===== config.mk =====
export PLATFORM = sky130hd
export DESIGN_NAME = pipe_io_controller
export DESIGN_NICKNAME = d
export VERILOG_FILES = /design/src/rtl/pipe_io_pkg.sv /design/src/rtl/io_debounce.sv /design/src/rtl/pipe_io_controller.sv
export SDC_FILE = /design/constraint.sdc
export NUM_CORES = 1
export LEC_CHECK = 0
export ABC_AREA = 1
export CAP_MARGIN = 10
export CORE_ASPECT_RATIO = 1.25
export CORE_MARGIN = 2
export CORE_UTILIZATION = 63
export DETAILED_ROUTE_END_ITERATION = 6
export PLACE_DENSITY = 0.91
export SKIP_CTS_REPAIR_TIMING = 1
export SLEW_MARGIN = 0
export SYNTH_ARGS = -nofsm -noshare
export SYNTH_HDL_FRONTEND = slang
export SYNTH_SLANG_ARGS = --single-unit

===== constraint.sdc =====
create_clock -name clk -period 24 [get_ports clk]
set_clock_uncertainty 0.2 [all_clocks]
set_input_delay 4.8 -clock clk [delete_from_list [all_inputs] [get_ports clk]]
set_output_delay 4.8 -clock clk [all_outputs]
set_load 0.1 [all_outputs]

===== src/rtl/pipe_io_pkg.sv =====
// Shared definitions for the pipelined CPU's memory-mapped I/O controller:
// register offsets, handshake states, reset constants and the 7-segment decoder.
package pipe_io_pkg;

    localparam int SW_W       = 10;
    localparam int KEY_W      = 3;
    localparam int LED_W      = 10;
    localparam int NUM_DIGITS = 6;
    localparam int DIGIT_W    = 5;

    localparam logic [5:0] ADDR_MASK    = 6'h3C;
    localparam logic [5:0] ADDR_SW      = 6'h00;
    localparam logic [5:0] ADDR_KEY     = 6'h04;
    localparam logic [5:0] ADDR_KEY_EVT = 6'h08;
    localparam logic [5:0] ADDR_LED     = 6'h0C;
    localparam logic [5:0] ADDR_HEX0    = 6'h10;

    localparam logic [DIGIT_W-1:0] DIGIT_RST = 5'h10;
    localparam logic [6:0]         SEG_BLANK = 7'h7F;

    typedef enum logic {
        IDLE,
        ACK
    } io_state_t;

    function automatic logic [5:0] hex_addr(input int idx);
        return ADDR_HEX0 + 6'(4 * idx);
    endfunction

    // Active-low segments {g,f,e,d,c,b,a}; bit 4 of the digit register blanks the digit.
    function automatic logic [6:0] seg7(input logic [DIGIT_W-1:0] digit);
        logic [6:0] seg;
        if (digit[4]) begin
            seg = SEG_BLANK;
        end else begin
            case (digit[3:0])
                4'h0: seg = 7'b1000000;
                4'h1: seg = 7'b1111001;
                4'h2: seg = 7'b0100100;
                4'h3: seg = 7'b0110000;
                4'h4: seg = 7'b0011001;
                4'h5: seg = 7'b0010010;
                4'h6: seg = 7'b0000010;
                4'h7: seg = 7'b1111000;
                4'h8: seg = 7'b0000000;
                4'h9: seg = 7'b0010000;
                4'hA: seg = 7'b0001000;
                4'hB: seg = 7'b0000011;
                4'hC: seg = 7'b1000110;
                4'hD: seg = 7'b0100001;
                4'hE: seg = 7'b0000110;
                default: seg = 7'b0001110;
            endcase
        end
        return seg;
    endfunction

endpackage


===== src/rtl/io_debounce.sv =====
// One input bit: two-flop synchroniser followed by a stability-count debouncer.
// commit pulses combinationally on the cycle whose clock edge updates stable.
module io_debounce
    import pipe_io_pkg::*;
#(
    parameter int   DB_CYCLES    = 4,
    parameter int   DB_W         = 16,
    parameter logic SYNC_RST_VAL = 1'b0
) (
    input  logic clk,
    input  logic reset,
    input  logic raw,
    output logic stable,
    output logic commit
);

    localparam logic [DB_W-1:0] LAST_COUNT = DB_W'(DB_CYCLES - 1);

    logic            sync_q1;
    logic            sync_q2;
    logic [DB_W-1:0] count;

    assign commit = (sync_q2 != stable) && (count == LAST_COUNT);

    // NOTE: sequential state uses non-blocking assignments so every flop samples pre-edge values.
    always_ff @(posedge clk or posedge reset) begin
        if (reset) begin
            sync_q1 <= SYNC_RST_VAL;
            sync_q2 <= SYNC_RST_VAL;
            stable  <= SYNC_RST_VAL;
            count   <= '0;
        end else begin
            sync_q1 <= raw;
            sync_q2 <= sync_q1;
            if (sync_q2 == stable) begin
                count <= '0;
            end else if (commit) begin
                stable <= sync_q2;
                count  <= '0;
            end else begin
                count <= count + DB_W'(1);
            end
        end
    end

endmodule


===== src/rtl/pipe_io_controller.sv =====
// Memory-mapped I/O block for the CPU's MEM stage: debounced switches and keys,
// sticky key events, LED and six 7-segment digit registers behind a one-cycle handshake.
module pipe_io_controller
    import pipe_io_pkg::*;
#(
    parameter int DB_CYCLES = 4,
    parameter int DB_W      = 16
) (
    input  logic              clk,
    input  logic              reset,
    input  logic              io_cs,
    input  logic              io_we,
    input  logic [5:0]        io_addr,
    input  logic [31:0]       io_wdata,
    output logic [31:0]       io_rdata,
    output logic              io_ready,
    input  logic [SW_W-1:0]   sw,
    input  logic [KEY_W-1:0]  key,
    output logic [6:0]        hex0,
    output logic [6:0]        hex1,
    output logic [6:0]        hex2,
    output logic [6:0]        hex3,
    output logic [6:0]        hex4,
    output logic [6:0]        hex5,
    output logic [LED_W-1:0]  led,
    output logic              key_irq
);

    io_state_t state, state_next;

    logic [SW_W-1:0]    sw_stable;
    logic [SW_W-1:0]    sw_commit_unused;
    logic [KEY_W-1:0]   key_stable;
    logic [KEY_W-1:0]   key_commit;
    logic [KEY_W-1:0]   key_pressed;
    logic [KEY_W-1:0]   key_press_edge;
    logic [KEY_W-1:0]   events;
    logic [KEY_W-1:0]   events_next;
    logic [KEY_W-1:0]   evt_clr;
    logic [DIGIT_W-1:0] digits [NUM_DIGITS];
    logic [5:0]         word_addr;
    logic [31:0]        rdata_next;
    logic               access_fire;
    logic               wr_fire;
    logic               wdata_unused;

    // Switches rest low, keys rest high (released); the sync chains reset to the resting level.
    for (genvar i = 0; i < SW_W; i++) begin : g_sw_db
        io_debounce #(
            .DB_CYCLES   (DB_CYCLES),
            .DB_W        (DB_W),
            .SYNC_RST_VAL(1'b0)
        ) u_sw_db (
            .clk   (clk),
            .reset (reset),
            .raw   (sw[i]),
            .stable(sw_stable[i]),
            .commit(sw_commit_unused[i])
        );
    end

    for (genvar i = 0; i < KEY_W; i++) begin : g_key_db
        io_debounce #(
            .DB_CYCLES   (DB_CYCLES),
            .DB_W        (DB_W),
            .SYNC_RST_VAL(1'b1)
        ) u_key_db (
            .clk   (clk),
            .reset (reset),
            .raw   (key[i]),
            .stable(key_stable[i]),
            .commit(key_commit[i])
        );
    end

    assign key_pressed    = ~key_stable;
    // A commit while currently released is the press edge, caught on the same edge it lands.
    assign key_press_edge = key_commit & key_stable;

    assign word_addr    = io_addr & ADDR_MASK;
    assign access_fire  = (state == IDLE) && io_cs;
    assign wr_fire      = access_fire && io_we;
    assign io_ready     = (state == ACK);
    assign wdata_unused = ^io_wdata[31:LED_W];

    always_ff @(posedge clk or posedge reset) begin
        if (reset) begin
            state <= IDLE;
        end else begin
            state <= state_next;
        end
    end

    // NOTE: every combinational output gets a default first so no path infers a latch.
    always_comb begin
        state_next = state;
        case (state)
            IDLE:    if (io_cs) state_next = ACK;
            ACK:     state_next = IDLE;
            default: state_next = IDLE;
        endcase
    end

    always_comb begin
        rdata_next = '0;
        case (word_addr)
            ADDR_SW:      rdata_next[SW_W-1:0]  = sw_stable;
            ADDR_KEY:     rdata_next[KEY_W-1:0] = key_pressed;
            ADDR_KEY_EVT: rdata_next[KEY_W-1:0] = events;
            ADDR_LED:     rdata_next[LED_W-1:0] = led;
            default: begin
                for (int i = 0; i < NUM_DIGITS; i++) begin
                    if (word_addr == hex_addr(i)) rdata_next[DIGIT_W-1:0] = digits[i];
                end
            end
        endcase
    end

    always_comb begin
        evt_clr = '0;
        if (wr_fire && (word_addr == ADDR_KEY_EVT)) evt_clr = io_wdata[KEY_W-1:0];
        events_next = (events & ~evt_clr) | key_press_edge;
    end

    // NOTE: the six digit registers are plain flops, so they take a reset value and blank at power-up.
    always_ff @(posedge clk or posedge reset) begin
        if (reset) begin
            led      <= '0;
            events   <= '0;
            key_irq  <= 1'b0;
            io_rdata <= '0;
            for (int i = 0; i < NUM_DIGITS; i++) digits[i] <= DIGIT_RST;
        end else begin
            events   <= events_next;
            key_irq  <= |events_next;
            io_rdata <= (access_fire && !io_we) ? rdata_next : '0;
            if (wr_fire && (word_addr == ADDR_LED)) led <= io_wdata[LED_W-1:0];
            for (int i = 0; i < NUM_DIGITS; i++) begin
                if (wr_fire && (word_addr == hex_addr(i))) digits[i] <= io_wdata[DIGIT_W-1:0];
            end
        end
    end

    assign hex0 = seg7(digits[0]);
    assign hex1 = seg7(digits[1]);
    assign hex2 = seg7(digits[2]);
    assign hex3 = seg7(digits[3]);
    assign hex4 = seg7(digits[4]);
    assign hex5 = seg7(digits[5]);

endmodule


==> results.txt <==
----------------------------------------------------
[Power and ir drop]
  Net switching share of the total power ... 40.5%
  Fraction of power consumed by sequential logic ... 37.0%
  Cell Int Power ... 1.01 mW
  Switching component of the power ... 0.686 mW
  Share of power burned in the clock network ... 30.7%
  Overall power after layout ... 1.69 mW
  Comb pwr share ... 32.3%
  Power Dens Cells ... 89.5 nW/um^2
  Cell leakage power ... 8.62 nW
  Largest vdd supply drop ... 0.0560 mV

[Placement]
  Routability-driven placement congestion ratio ... 0.908
  Setup Slack @ Placement ... 16.30 ns
  HPWL after detailed placement ... 26800 microns
  # port buffers ... 94

[Clocking]
  TritonCTS clock tree ... built
  Root buffer cell ... clkbuf_16
  Clock buffer count from CTS ... 30
  CTS H-tree lvls ... 1
  Clock Latency Late Sink ... 0.56 ns
  Register clock-pin slew on the reported worst setup and hold paths ... 0.07 ns
  Clk buf depth ... 3
  TritonCTS sink count ... 302

[Timing]
  Max transition margin ... 19.8%
  Final-report max-slew violation count ... 0
  Final-layout setup total negative slack ... 0 ns
  Highest clock rate ... 0.120 GHz
  Unrepaired setup endpoints after global routing ... false
  Min cycle time layout ... 8.30 ns
  Slew @ Worst Pin ... 1.19 ns
  Final hold violations ... 0
  Total of endpoints with negative setup slack in the final report ... 0
  Ratio of final minimum period to clock period ... 34.6%
  Setup slack of the critical path after layout ... 15.70 ns

[Die]
  Standard-cell rows ... 66
  Die H ... 186 microns
  Overall die width ... 149 microns
  Placeable core region ... 26000 sq um
  Overall die area ... 27700 sq um
  Starting density of the core ... 63.9%
  Io pins ... 141

[Route]
  Remaining design rule violation count ... 0
  Number of vias in the routed layout ... 14500
  WL/cell ... 15.2 microns
  Vias per cell ... 5.63
  DRT Pass-1 Iters ... 6
  Violation count after the first detailed-route iteration ... 1133
  Final Routed Wirelength ... 39300 microns
  ANT nets after route ... 0

[Critical path]
  Crit path capture type ... primary output
  List of cells traversed by the critical path ... inv_1 > ha_1 > inv_1 > o311ai_0 > clkdlybuf4s50_1
  Data required time at the worst endpoint ... 19.00 ns
  Delay of the slowest cell on the worst path ... 1.28 ns
  Peak fanout along the critical path ... 6
  Crit path arrival time ... 3.30 ns
  Critical path's slowest cell ... clkdlybuf4s50_1
  Startpoint type of the worst setup path ... register
  Critical path class ... reg2out
  Register-to-register setup slack ... 21.76 ns
  Library cell appearing most often on the critical path ... inv_1

[Min path]
  HP Class ... reg2reg

[Cells and area]
  Diodes inserted ... 0
  Share of final-layout standard cells stronger than drive strength 1 ... 4.96%
  Layout Area Growth over Synthesis ... 13.9%
  # nets final ... 2316

[Synth]
  Flip-flop and latch count after synthesis ... 302
  Ys flop type ... dfrtp_1
  Post-synthesis instance total ... 2113
  Average size of a mapped cell ... 7.87 sq um
  Fraction of registers with async set/reset ... 100%
  Post-Syn Area ... 16600 sq um
  Number of flops mapped to enable cells by yosys ... 0
  Count of cell types in the netlist ... 37
  Sequential-to-total area share from yosys stat ... 45.6%
  Yosys warns ... 0

[Status]
  Result of the run ... completed

[Global route]
  Number of antenna violations at the first check in global routing ... 2
  Overall routing resource usage ... 28.9%
  Vias in the first global route ... 14400
  Global-route wire length before repair ... 66300 microns
  Final global-route overflow total ... 0
  Maximum number of pins on one net before global-route repair ... 113

[Run]
  Max-capacitance violation count ... 0

----------------------------------------------------
==> metal layers <==
metal	up-vias	GRT usage, %	share of wire (%)
li1	6907	-	-
met3	157	4.53	6.5
met1	6849	34.9	39
met5	-	0	0.031
met2	590	50.7	50
met4	2	13.8	4.9
==> final timing paths <==
path | startpoint | to | cells past startpoint
worst max-delay path | digits[20]$_DFFE_PP0P_ | hex1[2] | 5
max in group asynchronous | reset | g_sw_db[6].u_sw_db.count[14]$_DFF_PP0_ | 3
worst min-delay path | g_sw_db[3].u_sw_db.sync_q1$_DFF_PP0_ | g_sw_db[3].u_sw_db.sync_q2$_DFF_PP0_ | 0
worst min register to register | g_sw_db[3].u_sw_db.sync_q1$_DFF_PP0_ | g_sw_db[3].u_sw_db.sync_q2$_DFF_PP0_ | 0
worst max register to register | g_sw_db[1].u_sw_db.count[0]$_DFF_PP0_ | g_sw_db[1].u_sw_db.count[14]$_DFF_PP0_ | 6
min in group asynchronous | reset | g_key_db[0].u_key_db.count[15]$_DFF_PP0_ | 2
==> worst max-delay path: cells and delay by family, from the launching register on <==
family,cells,cell delay [ns]
adder cells (fa/ha/maj),1,0.18
AO/OA/AOI/OAI,1,0.60
buffers and inverters,3,1.52
flip-flops,1,0.44
==> power by group through the flow <==
stage / sequential [mW] / combinational (mW) / clock (mW)
after floorplan: 0.632 / 0.410 / 0
after global placement: 0.628 / 0.522 / 0
after detailed placement: 0.632 / 0.540 / 0
after CTS: 0.624 / 0.546 / 0.525
after global routing: 0.633 / 0.586 / 0.546
final: 0.627 / 0.547 / 0.520
==> state kept, by name (all words and copies together), names as in the netlist <==
register	flops
digits	30
events	3
g_key_db.u_key_db.count	48
g_key_db.u_key_db.stable	3
g_key_db.u_key_db.sync_q1	3
g_key_db.u_key_db.sync_q2	3
g_sw_db.u_sw_db.count	160
g_sw_db.u_sw_db.stable	10
g_sw_db.u_sw_db.sync_q1	10
g_sw_db.u_sw_db.sync_q2	10
io_rdata	10
io_ready	1
key_irq	1
led	10
==> placed cells by master (no fill, tap or decap), types with 4 or more instances in the layout <==
master and count:
nand2_2 4, nand3b_1 11, xnor2_1 8, clkinv_2 5, o311ai_0 6, o21ai_0 48, o211ai_1 12, clkbuf_16 31
nor2_2 5, ha_1 49, a21oi_1 27, dfstp_2 15, inv_1 282, nor3_1 95, bufinv_16 5, clkinvlp_4 4
xor2_1 141, o2111ai_1 6, clkbuf_8 9, nor2_1 340, nand3_1 200, a31oi_1 9, clkdlybuf4s50_1 94, clkinv_1 4
nor3_2 4, o21ai_1 21, or2_2 12, nor4_1 4, nand2_1 398, dfrtp_1 287, nand4_1 50, inv_2 4
conb_1 22
==> final cells by class <==
cell class | instances | area, sq um
Clock buffer | 42 | 907
Clock inverter | 14 | 205
Fill cell | 1812 | 7090
Inverter | 291 | 1100
Multi-Input combinational cell | 1490 | 7750
Sequential cell | 302 | 7580
Tap cell | 340 | 425
Timing Repair Buffer | 97 | 963
==> through the flow <==
stage / area, sq um / utilization [%] / cells / hold slack (ns)
5_1_grt: 18900 / 72.8 / 2576 / 0.157
2_1_floorplan: 16700 / - / 2134 / 0.131
3_5_place_dp: 17800 / 68.5 / 2520 / 0.136
6_report: 18900 / 72.8 / 2576 / 0.149
4_1_cts: 18900 / 72.8 / 2576 / 0.150
3_3_place_gp: 17800 / 68.5 / 2520 / 0.134
==> synth_stat cells (2+ instances only) <==
master | number | area (sq um)
buf_4 | 23 | 173
buf_2 | 3 | 15.0
inv_2 | 4 | 15.0
nor2_1 | 340 | 1280
o211ai_1 | 12 | 90.1
nor3b_1 | 3 | 22.5
nand2_2 | 4 | 25.0
clkbuf_1 | 25 | 93.8
nor4_1 | 4 | 25.0
xor2_1 | 141 | 1230
o311ai_0 | 6 | 52.6
ha_1 | 49 | 613
dfstp_2 | 15 | 394
xnor2_1 | 8 | 70.1
o2111ai_1 | 6 | 52.6
nand2_1 | 398 | 1490
or2_2 | 12 | 75.1
clkinv_1 | 4 | 15.0
nand3_1 | 200 | 1000
o21ai_0 | 48 | 240
nor3_2 | 4 | 40.0
o21ai_1 | 21 | 105
mux2_1 | 3 | 33.8
nor2_2 | 5 | 31.3
o31ai_1 | 3 | 22.5
a31o_2 | 3 | 26.3
dfrtp_1 | 287 | 7180
nor2_4 | 3 | 33.8
nor3_1 | 95 | 475
a31oi_1 | 9 | 56.3
a21oi_1 | 27 | 135
nand3b_1 | 11 | 82.6
nand4_1 | 50 | 313
mux2_2 | 2 | 22.5
inv_1 | 283 | 1060
==> logic make-up after synthesis <==
logic type               count (synthesis)  share of synthesized area, %
buffers and inverters                  342                          8.27
XOR/XNOR                               149                          7.85
AO/OA/AOI/OAI                          135                          4.70
multiplexers                             5                         0.339
other                                    1                        0.0226
adder cells (fa/ha/maj)                 49                          3.69
AND/OR/NAND/NOR                       1130                          29.5
flip-flops                             302                          45.6
Power figures use the tool's default switching activity.
